`src/rtl/pipe_stall_ctrl_pkg.sv`:
```
// Shared definitions for the pipeline hazard controller: stall bus type,
// freeze polarity constants, stage indices and FSM state encoding.
package pipe_stall_ctrl_pkg;

  localparam int STALL_BUS_W = 6;
  typedef logic [STALL_BUS_W-1:0] stall_bus_t;

  localparam logic STOP   = 1'b1;
  localparam logic NOSTOP = 1'b0;

  localparam logic [2:0] STG_PC  = 3'd0;
  localparam logic [2:0] STG_IF  = 3'd1;
  localparam logic [2:0] STG_ID  = 3'd2;
  localparam logic [2:0] STG_EX  = 3'd3;
  localparam logic [2:0] STG_MEM = 3'd4;
  localparam logic [2:0] STG_WB  = 3'd5;

  typedef enum logic [0:0] {
    ST_RUN   = 1'b0,
    ST_FLUSH = 1'b1
  } state_e;

endpackage

```
`src/rtl/pipe_stall_ctrl_if.sv`:
```
// Hazard-controller bus: stall requests and redirect in, freeze mask,
// flush pulse, redirect PC and statistics out.
interface pipe_stall_ctrl_if #(
  parameter int NREQ    = 3,
  parameter int STALL_W = 6,
  parameter int PC_W    = 32,
  parameter int CNT_W   = 32
);
  logic [NREQ-1:0]    stallreq;
  logic               excp_req;
  logic [PC_W-1:0]    excp_pc;
  logic [STALL_W-1:0] stall;
  logic               flush;
  logic [PC_W-1:0]    new_pc;
  logic               stall_timeout;
  logic [CNT_W-1:0]   stall_cnt;

  modport master (
    output stallreq, excp_req, excp_pc,
    input  stall, flush, new_pc, stall_timeout, stall_cnt
  );

  modport slave (
    input  stallreq, excp_req, excp_pc,
    output stall, flush, new_pc, stall_timeout, stall_cnt
  );
endinterface

```
`src/rtl/pipe_stall_ctrl_sat_counter.sv`:
```
// Saturating up-counter with synchronous clear; at_max flags the ceiling.
module sat_counter #(
  parameter int           W   = 8,
  parameter logic [W-1:0] MAX = '1
) (
  input  logic         clk,
  input  logic         rst,
  input  logic         inc,
  input  logic         clr,
  output logic [W-1:0] cnt,
  output logic         at_max
);
  logic [W-1:0] r_cnt;

  assign at_max = (r_cnt == MAX);
  assign cnt    = r_cnt;

  // Count up on inc, stop at MAX, clear has priority.
  always_ff @(posedge clk or negedge rst) begin
    if (!rst) begin
      r_cnt <= '0;
    end else if (clr) begin
      r_cnt <= '0;
    end else if (inc && !at_max) begin
      r_cnt <= r_cnt + {{(W-1){1'b0}}, 1'b1};
    end else begin
      r_cnt <= r_cnt;
    end
  end
endmodule

```
`src/rtl/pipe_stall_ctrl.sv`:
```
// Pipeline hazard controller: merges stall requests into a freeze mask,
// converts redirect requests into a one-cycle flush, keeps stall stats.
module pipe_stall_ctrl
  import pipe_stall_ctrl_pkg::*;
#(
  parameter int               STALL_W   = STALL_BUS_W,
  parameter int               NREQ      = 3,
  parameter logic [3*NREQ-1:0] REQ_STAGE = {STG_EX, STG_ID, STG_IF},
  parameter int               PC_W      = 32,
  parameter int               MAX_STALL = 64,
  parameter int               CNT_W     = 32
) (
  input  logic             clk,
  input  logic             rst,
  pipe_stall_ctrl_if.slave bus
);
  localparam int RUN_W = $clog2(MAX_STALL + 1);

  state_e             r_state;
  logic               r_flush;
  logic [PC_W-1:0]    r_new_pc;
  logic               r_excp_d;
  logic               r_timeout;

  logic               w_any;
  logic [2:0]         w_k;
  logic [STALL_W-1:0] w_mask;
  logic [STALL_W-1:0] w_stall;
  logic               w_stall_nz;
  logic               w_rise;
  logic [RUN_W-1:0]   w_run_cnt;
  logic               w_run_at_max;
  logic [CNT_W-1:0]   w_stall_cnt;
  logic               w_cnt_at_max;

  // Deepest requesting stage, then a thermometer mask up to it.
  always_comb begin
    w_any  = 1'b0;
    w_k    = 3'd0;
    w_mask = '0;
    for (int j = 0; j < NREQ; j++) begin
      if (bus.stallreq[j] && (!w_any || (REQ_STAGE[3*j +: 3] > w_k))) begin
        w_k   = REQ_STAGE[3*j +: 3];
        w_any = 1'b1;
      end else begin
        w_k   = w_k;
      end
    end
    for (int i = 0; i < STALL_W; i++) begin
      w_mask[i] = (w_any && (3'(i) <= w_k)) ? STOP : NOSTOP;
    end
  end

  // Freeze mask is suppressed while in reset and during the flush cycle.
  always_comb begin
    if (!rst || (r_state == ST_FLUSH)) begin
      w_stall = '0;
    end else begin
      w_stall = w_mask;
    end
  end

  assign w_stall_nz = |w_stall;
  assign w_rise     = bus.excp_req & ~r_excp_d;

  // RUN/FLUSH sequencer with registered flush pulse and redirect capture.
  always_ff @(posedge clk or negedge rst) begin
    if (!rst) begin
      r_state  <= ST_RUN;
      r_flush  <= 1'b0;
      r_new_pc <= '0;
      r_excp_d <= 1'b0;
    end else begin
      r_excp_d <= bus.excp_req;
      case (r_state)
        ST_RUN: begin
          if (w_rise) begin
            r_state  <= ST_FLUSH;
            r_flush  <= 1'b1;
            r_new_pc <= bus.excp_pc;
          end else begin
            r_state  <= ST_RUN;
            r_flush  <= 1'b0;
          end
        end
        ST_FLUSH: begin
          r_state <= ST_RUN;
          r_flush <= 1'b0;
        end
        default: begin
          r_state <= ST_RUN;
          r_flush <= 1'b0;
        end
      endcase
    end
  end

  sat_counter #(
    .W   (RUN_W),
    .MAX (RUN_W'(MAX_STALL))
  ) u_run_cnt (
    .clk    (clk),
    .rst    (rst),
    .inc    (w_stall_nz),
    .clr    (~w_stall_nz),
    .cnt    (w_run_cnt),
    .at_max (w_run_at_max)
  );

  sat_counter #(
    .W   (CNT_W),
    .MAX ({CNT_W{1'b1}})
  ) u_stall_cnt (
    .clk    (clk),
    .rst    (rst),
    .inc    (w_stall_nz),
    .clr    (1'b0),
    .cnt    (w_stall_cnt),
    .at_max (w_cnt_at_max)
  );

  // Sticky watchdog; sets on the same edge the run length reaches the limit.
  always_ff @(posedge clk or negedge rst) begin
    if (!rst) begin
      r_timeout <= 1'b0;
    end else if (w_run_at_max ||
                 (w_stall_nz && (w_run_cnt == RUN_W'(MAX_STALL - 1)))) begin
      r_timeout <= 1'b1;
    end else begin
      r_timeout <= r_timeout;
    end
  end

  assign bus.stall         = w_stall;
  assign bus.flush         = r_flush;
  assign bus.new_pc        = r_new_pc;
  assign bus.stall_timeout = r_timeout;
  assign bus.stall_cnt     = w_stall_cnt;

endmodule

```
`src/flat_wrapper.sv`:
```
// flat-port wrapper written by rule: the top's interface ports become plain ports
module pipe_stall_ctrl_flat import pipe_stall_ctrl_pkg::*;
#(
  parameter int               STALL_W   = STALL_BUS_W,
  parameter int               NREQ      = 3,
  parameter logic [3*NREQ-1:0] REQ_STAGE = {STG_EX, STG_ID, STG_IF},
  parameter int               PC_W      = 32,
  parameter int               MAX_STALL = 64,
  parameter int               CNT_W     = 32
)
  (clk, rst, bus_stallreq, bus_excp_req, bus_excp_pc, bus_stall, bus_flush, bus_new_pc, bus_stall_timeout, bus_stall_cnt);
  pipe_stall_ctrl_if #(.NREQ(NREQ), .STALL_W(STALL_W), .PC_W(PC_W), .CNT_W(CNT_W)) bus_i ();
  input  logic clk;
  input  logic rst;
  input wire logic [$bits(bus_i.stallreq)-1:0] bus_stallreq;
  input wire logic [$bits(bus_i.excp_req)-1:0] bus_excp_req;
  input wire logic [$bits(bus_i.excp_pc)-1:0] bus_excp_pc;
  output wire logic [$bits(bus_i.stall)-1:0] bus_stall;
  output wire logic [$bits(bus_i.flush)-1:0] bus_flush;
  output wire logic [$bits(bus_i.new_pc)-1:0] bus_new_pc;
  output wire logic [$bits(bus_i.stall_timeout)-1:0] bus_stall_timeout;
  output wire logic [$bits(bus_i.stall_cnt)-1:0] bus_stall_cnt;
  assign bus_i.stallreq = bus_stallreq;
  assign bus_i.excp_req = bus_excp_req;
  assign bus_i.excp_pc = bus_excp_pc;
  assign bus_stall = bus_i.stall;
  assign bus_flush = bus_i.flush;
  assign bus_new_pc = bus_i.new_pc;
  assign bus_stall_timeout = bus_i.stall_timeout;
  assign bus_stall_cnt = bus_i.stall_cnt;
  pipe_stall_ctrl #(.STALL_W(STALL_W), .NREQ(NREQ), .REQ_STAGE(REQ_STAGE), .PC_W(PC_W), .MAX_STALL(MAX_STALL), .CNT_W(CNT_W)) u_core (.clk(clk), .rst(rst), .bus(bus_i));
endmodule
```
`config.mk`:
```
export PLATFORM = sky130hd
export DESIGN_NAME = pipe_stall_ctrl_flat
export DESIGN_NICKNAME = d
export VERILOG_FILES = /design/src/rtl/pipe_stall_ctrl_pkg.sv /design/src/rtl/pipe_stall_ctrl_if.sv /design/src/rtl/pipe_stall_ctrl_sat_counter.sv /design/src/rtl/pipe_stall_ctrl.sv /design/src/flat_wrapper.sv
export SDC_FILE = /design/constraint.sdc
export NUM_CORES = 1
export LEC_CHECK = 0
export CAP_MARGIN = 10
export CELL_PAD_IN_SITES_DETAIL_PLACEMENT = 1
export CELL_PAD_IN_SITES_GLOBAL_PLACEMENT = 2
export CORE_AREA = 2 2 110 112
export DETAILED_ROUTE_END_ITERATION = 10
export DIE_AREA = 0 0 112 114
export GPL_TIMING_DRIVEN = 0
export HOLD_SLACK_MARGIN = 0.05
export MAX_ROUTING_LAYER = met4
export PLACE_DENSITY_LB_ADDON = 0.25
export SKIP_CTS_REPAIR_TIMING = 1
export SLEW_MARGIN = 20
export SYNTH_ARGS = -nofsm -noshare
export SYNTH_HDL_FRONTEND = slang
export SYNTH_SLANG_ARGS = --single-unit
```
`constraint.sdc`:
```
create_clock -name clk -period 2.25 [get_ports clk]
set_input_delay 0.45 -clock clk [delete_from_list [all_inputs] [get_ports clk]]
set_output_delay 0.45 -clock clk [all_outputs]
set_load 0.02 [all_outputs]
```
==> summary.txt <==
Global routing
  – Grt ovf: 0
  – GRT Total Usage: about 14%
  – Largest net degree at the start of global routing: 39
  – Vias in the first global route: between 2000 and 3000
  – First-pass GRT wire length: between 10 and 15 mm
  – Antenna violations before repair: 0

Timing
  – Slew headroom: between 40 and 50%
  – Fmax: 453 MHz
  – Clock Skew: 4.18 ps
  – Finish-stage setup viols: 0
  – Measured slew at the worst slew-check pin: just under 900 ps
  – TNS Setup: 0 ps
  – Period utilisation layout: a little over nine tenths
  – Max Transition Viols Final: 0
  – Final worst path period need: 2210 ps
  – Final hold vios: 0
  – Unrepaired setup endpoints after global routing: true

Critical path
  – R2r setup slk: around 100 ps
  – Reg2reg end: u_core.u_stall_cnt.cnt[27]$_DFFE_PN0P_
  – Worst Path Arrival: about 1800 ps
  – R2r worst-path depth: 8
  – Crit Path Max Fanout: 10
  – Critical path class: in2out
  – FF-to-FF Start: u_core.u_stall_cnt.cnt[0]$_DFFE_PN0P_
  – WP data required: between 1500 and 2000 ps
  – Crit path capture type: output pin
  – Startpoint types: primary input

Floorplan
  – Die Footprint: approximately 13000 µm²
  – # rows: 40
  – Starting Density: 27.9%
  – Boundary Pins: 110
  – Core area: 11700 µm²
  – Die height: 114 µm
  – Die width: approximately 110 µm

Final layout
  – Final Cell Area: 4930 µm²
  – Diodes inserted: 0
  – Fraction of layout cells with a size suffix above 1: between 10% and 20%
  – Final Net Count: approximately 430
  – Area growth syn-to-layout: 50.9%

Synth
  – Synth Area in Compound Gates: 1.11%
  – Post-synthesis adder-cell area fraction: under 10%
  – Post-synthesis mux area share: a little under an eighth
  – Main synth FF type: dfrtp_1
  – Synth Area per Inst: between 10 and 15 µm²
  – Asr flop ratio synth: between 90% and 100%
  – Synth unique cells: 37
  – Synth Area in XOR/XNOR: between 9 and 10%
  – Yosys warning count: 0
  – Simple-Gate Fraction of Synth Area: between 10% and 20%
  – Largest family of logic cells by synthesized area: simple AND/OR/NAND/NOR gates
  – Post-synth EDFFs: 0
  – Area of the mapped netlist: between 3000 and 4000 µm²
  – Gate Count Post-Synth: 259
  – Seq/Total Area, Yosys: between 50 and 60%
  – Register bit total from synthesis: 74

Clock network
  – Clk root buf: clkbuf_16
  – Worst skew pair latency: roughly 330 ps
  – H-tree levels: 3
  – CTS Buf Count: 9
  – Clk buf depth: 2
  – Reg clk slew, reported paths: around 60 ps
  – CTS tree: built
  – Clock sink count: 74

Route
  – Routed WL: approximately 8.5 mm
  – Detail Route Antenna Nets: 0
  – Vias per cell: 4.59
  – Initial drt markers: between 50 and 60
  – Pre-Repair DR Iteration Count: 4
  – Drt drc: 0
  – Drt wl/cell: roughly 16 µm
  – Vias: about 2500

Hold path
  – Worst hold-check path type: in2async

Pwr
  – Clock power frac: between 30% and 40%
  – P_int: between 2 and 3 mW
  – Combinational share of power: 24.6%
  – Sw power: roughly 1.1 mW
  – VDD IR max: about 0.43 mV
  – Switching share of total power: 28.4%
  – Leakage: about 2.1 nW
  – Pwr/cell area: approximately 780 nW/µm²
  – Seq pwr share: between 40% and 50%

Placed design
  – Placed wire-length estimate: 6.04 mm
  – GP Congestion: 0.725
  – Port buffer count: approximately 110
  – Post-placement cell area: around 4500 µm²

Outcome
  – Status: finished, final reports clean

Run
  – Maxcap violations: 0
## power groups by stage
stage / Combinational, mW / Sequential, mW / Clock (mW)
5_1_grt: 1.01 / 1.67 / 1.36
2_1_floorplan: 0.243 / 1.84 / 0
3_5_place_dp: 0.939 / 1.67 / 0
3_3_place_gp: 0.925 / 1.65 / 0
4_1_cts: 0.942 / 1.64 / 1.30
6_report: 0.944 / 1.64 / 1.26
## layer usage
layer | up-vias | track usage, % | part of all wire [%]
li1 | 1156 | - | -
met1 | 1240 | 17.1 | 44
met2 | 48 | 23.1 | 52
met3 | 7 | 3.77 | 3.1
met4 | 0 | 4.88 | 0.94
met5 | - | - | 0
## cells in the final DEF (no fill, tap or decap), types with 2 or more instances in the layout
cell	netlist	layout
and3_1	6	6
nor3_1	5	4
conb_1	1	2
nor2_1	17	17
buf_16	0	2
dlygate4sd3_1	0	3
buf_4	2	5
nand4_1	17	17
or2_2	2	2
buf_2	1	2
ha_1	3	3
and4_1	2	2
clkbuf_1	5	5
mux2_2	33	33
inv_1	7	7
clkbuf_16	0	11
nor4_4	2	2
dlymetal6s2s_1	0	3
dfrtp_1	74	74
xor2_1	10	10
nand2_1	9	9
clkdlybuf4s50_1	0	101
or3_1	2	2
xnor2_1	27	27
nand3_1	17	17
## synth_stat cells (3+ instances only)
master    instances  area share, %
ha_1              3            1.1
dfrtp_1          74             57
nand2_1           9            1.0
xor2_1           10            2.7
inv_1             7           0.80
nor2_1           17            2.0
xnor2_1          27            7.2
nand3_1          17            2.6
clkbuf_1          5           0.57
and3_1            6            1.1
mux2_2           33             11
nand4_1          17            3.3
nor3_1            5           0.77
## registers in the layout, indices dropped and copies added (netlist names)
register	count
u_core.bus.new_pc	32
u_core.u_stall_cnt.cnt	32
u_core.u_run_cnt.cnt	7
u_core.bus.stall_timeout	1
u_core.r_excp_d	1
u_core.r_state	1
## logic make-up after synthesis
logic type / Yosys count
XOR/XNOR: 37
AO/OA/AOI/OAI: 2
multiplexers: 34
AND/OR/NAND/NOR: 93
flip-flops: 74
adder cells (fa/ha/maj): 3
other: 1
buffers and inverters: 15
## worst max path at each step
stage,from,endpoint,slack [ps],cells past startpoint
after global placement,rst,bus_stall[1],-3790,6
after global routing,u_core.u_stall_cnt.cnt[0]$_DFFE_PN0P_,u_core.u_stall_cnt.cnt[15]$_DFFE_PN0P_,-30,7
final,bus_stallreq[1],bus_stall[1],40,6
after detailed placement,rst,bus_stall[1],-990,7
after CTS,rst,bus_stall[1],-990,7
after floorplan,u_core.u_stall_cnt.cnt[25]$_DFFE_PN0P_,u_core.u_stall_cnt.cnt[20]$_DFFE_PN0P_,300,5
## stage by stage
step	power [mW]	instances	utilization, %	setup WS (ps)	hold WS [ps]
2_1_floorplan	2.08	260	-	302	154
6_report	3.84	534	42.1	40.2	69.1
3_3_place_gp	2.58	514	38.7	-3790	463
5_1_grt	4.04	534	42.1	-26.9	63.4
4_1_cts	3.89	527	40.9	-989	110
3_5_place_dp	2.60	515	38.8	-986	461
## layout make-up
cell class | instances | area [µm²]
flip-flops and latches | 74 | 1850
multi-input cells | 171 | 1370
clock buffers | 11 | 243
repair buffers | 115 | 1210
inverters | 7 | 26.3
well taps | 147 | 184
plain buffers | 8 | 42.5
fillers | 1268 | 6780
clock inverters | 1 | 5.00
## critical path: stages
cell and delay [ps]:
clkdlybuf4s50_1 530, nor3_4 60, or2_2 320, buf_4 190, inv_1 50, buf_2 160
(Power assumes the default switching activity.)
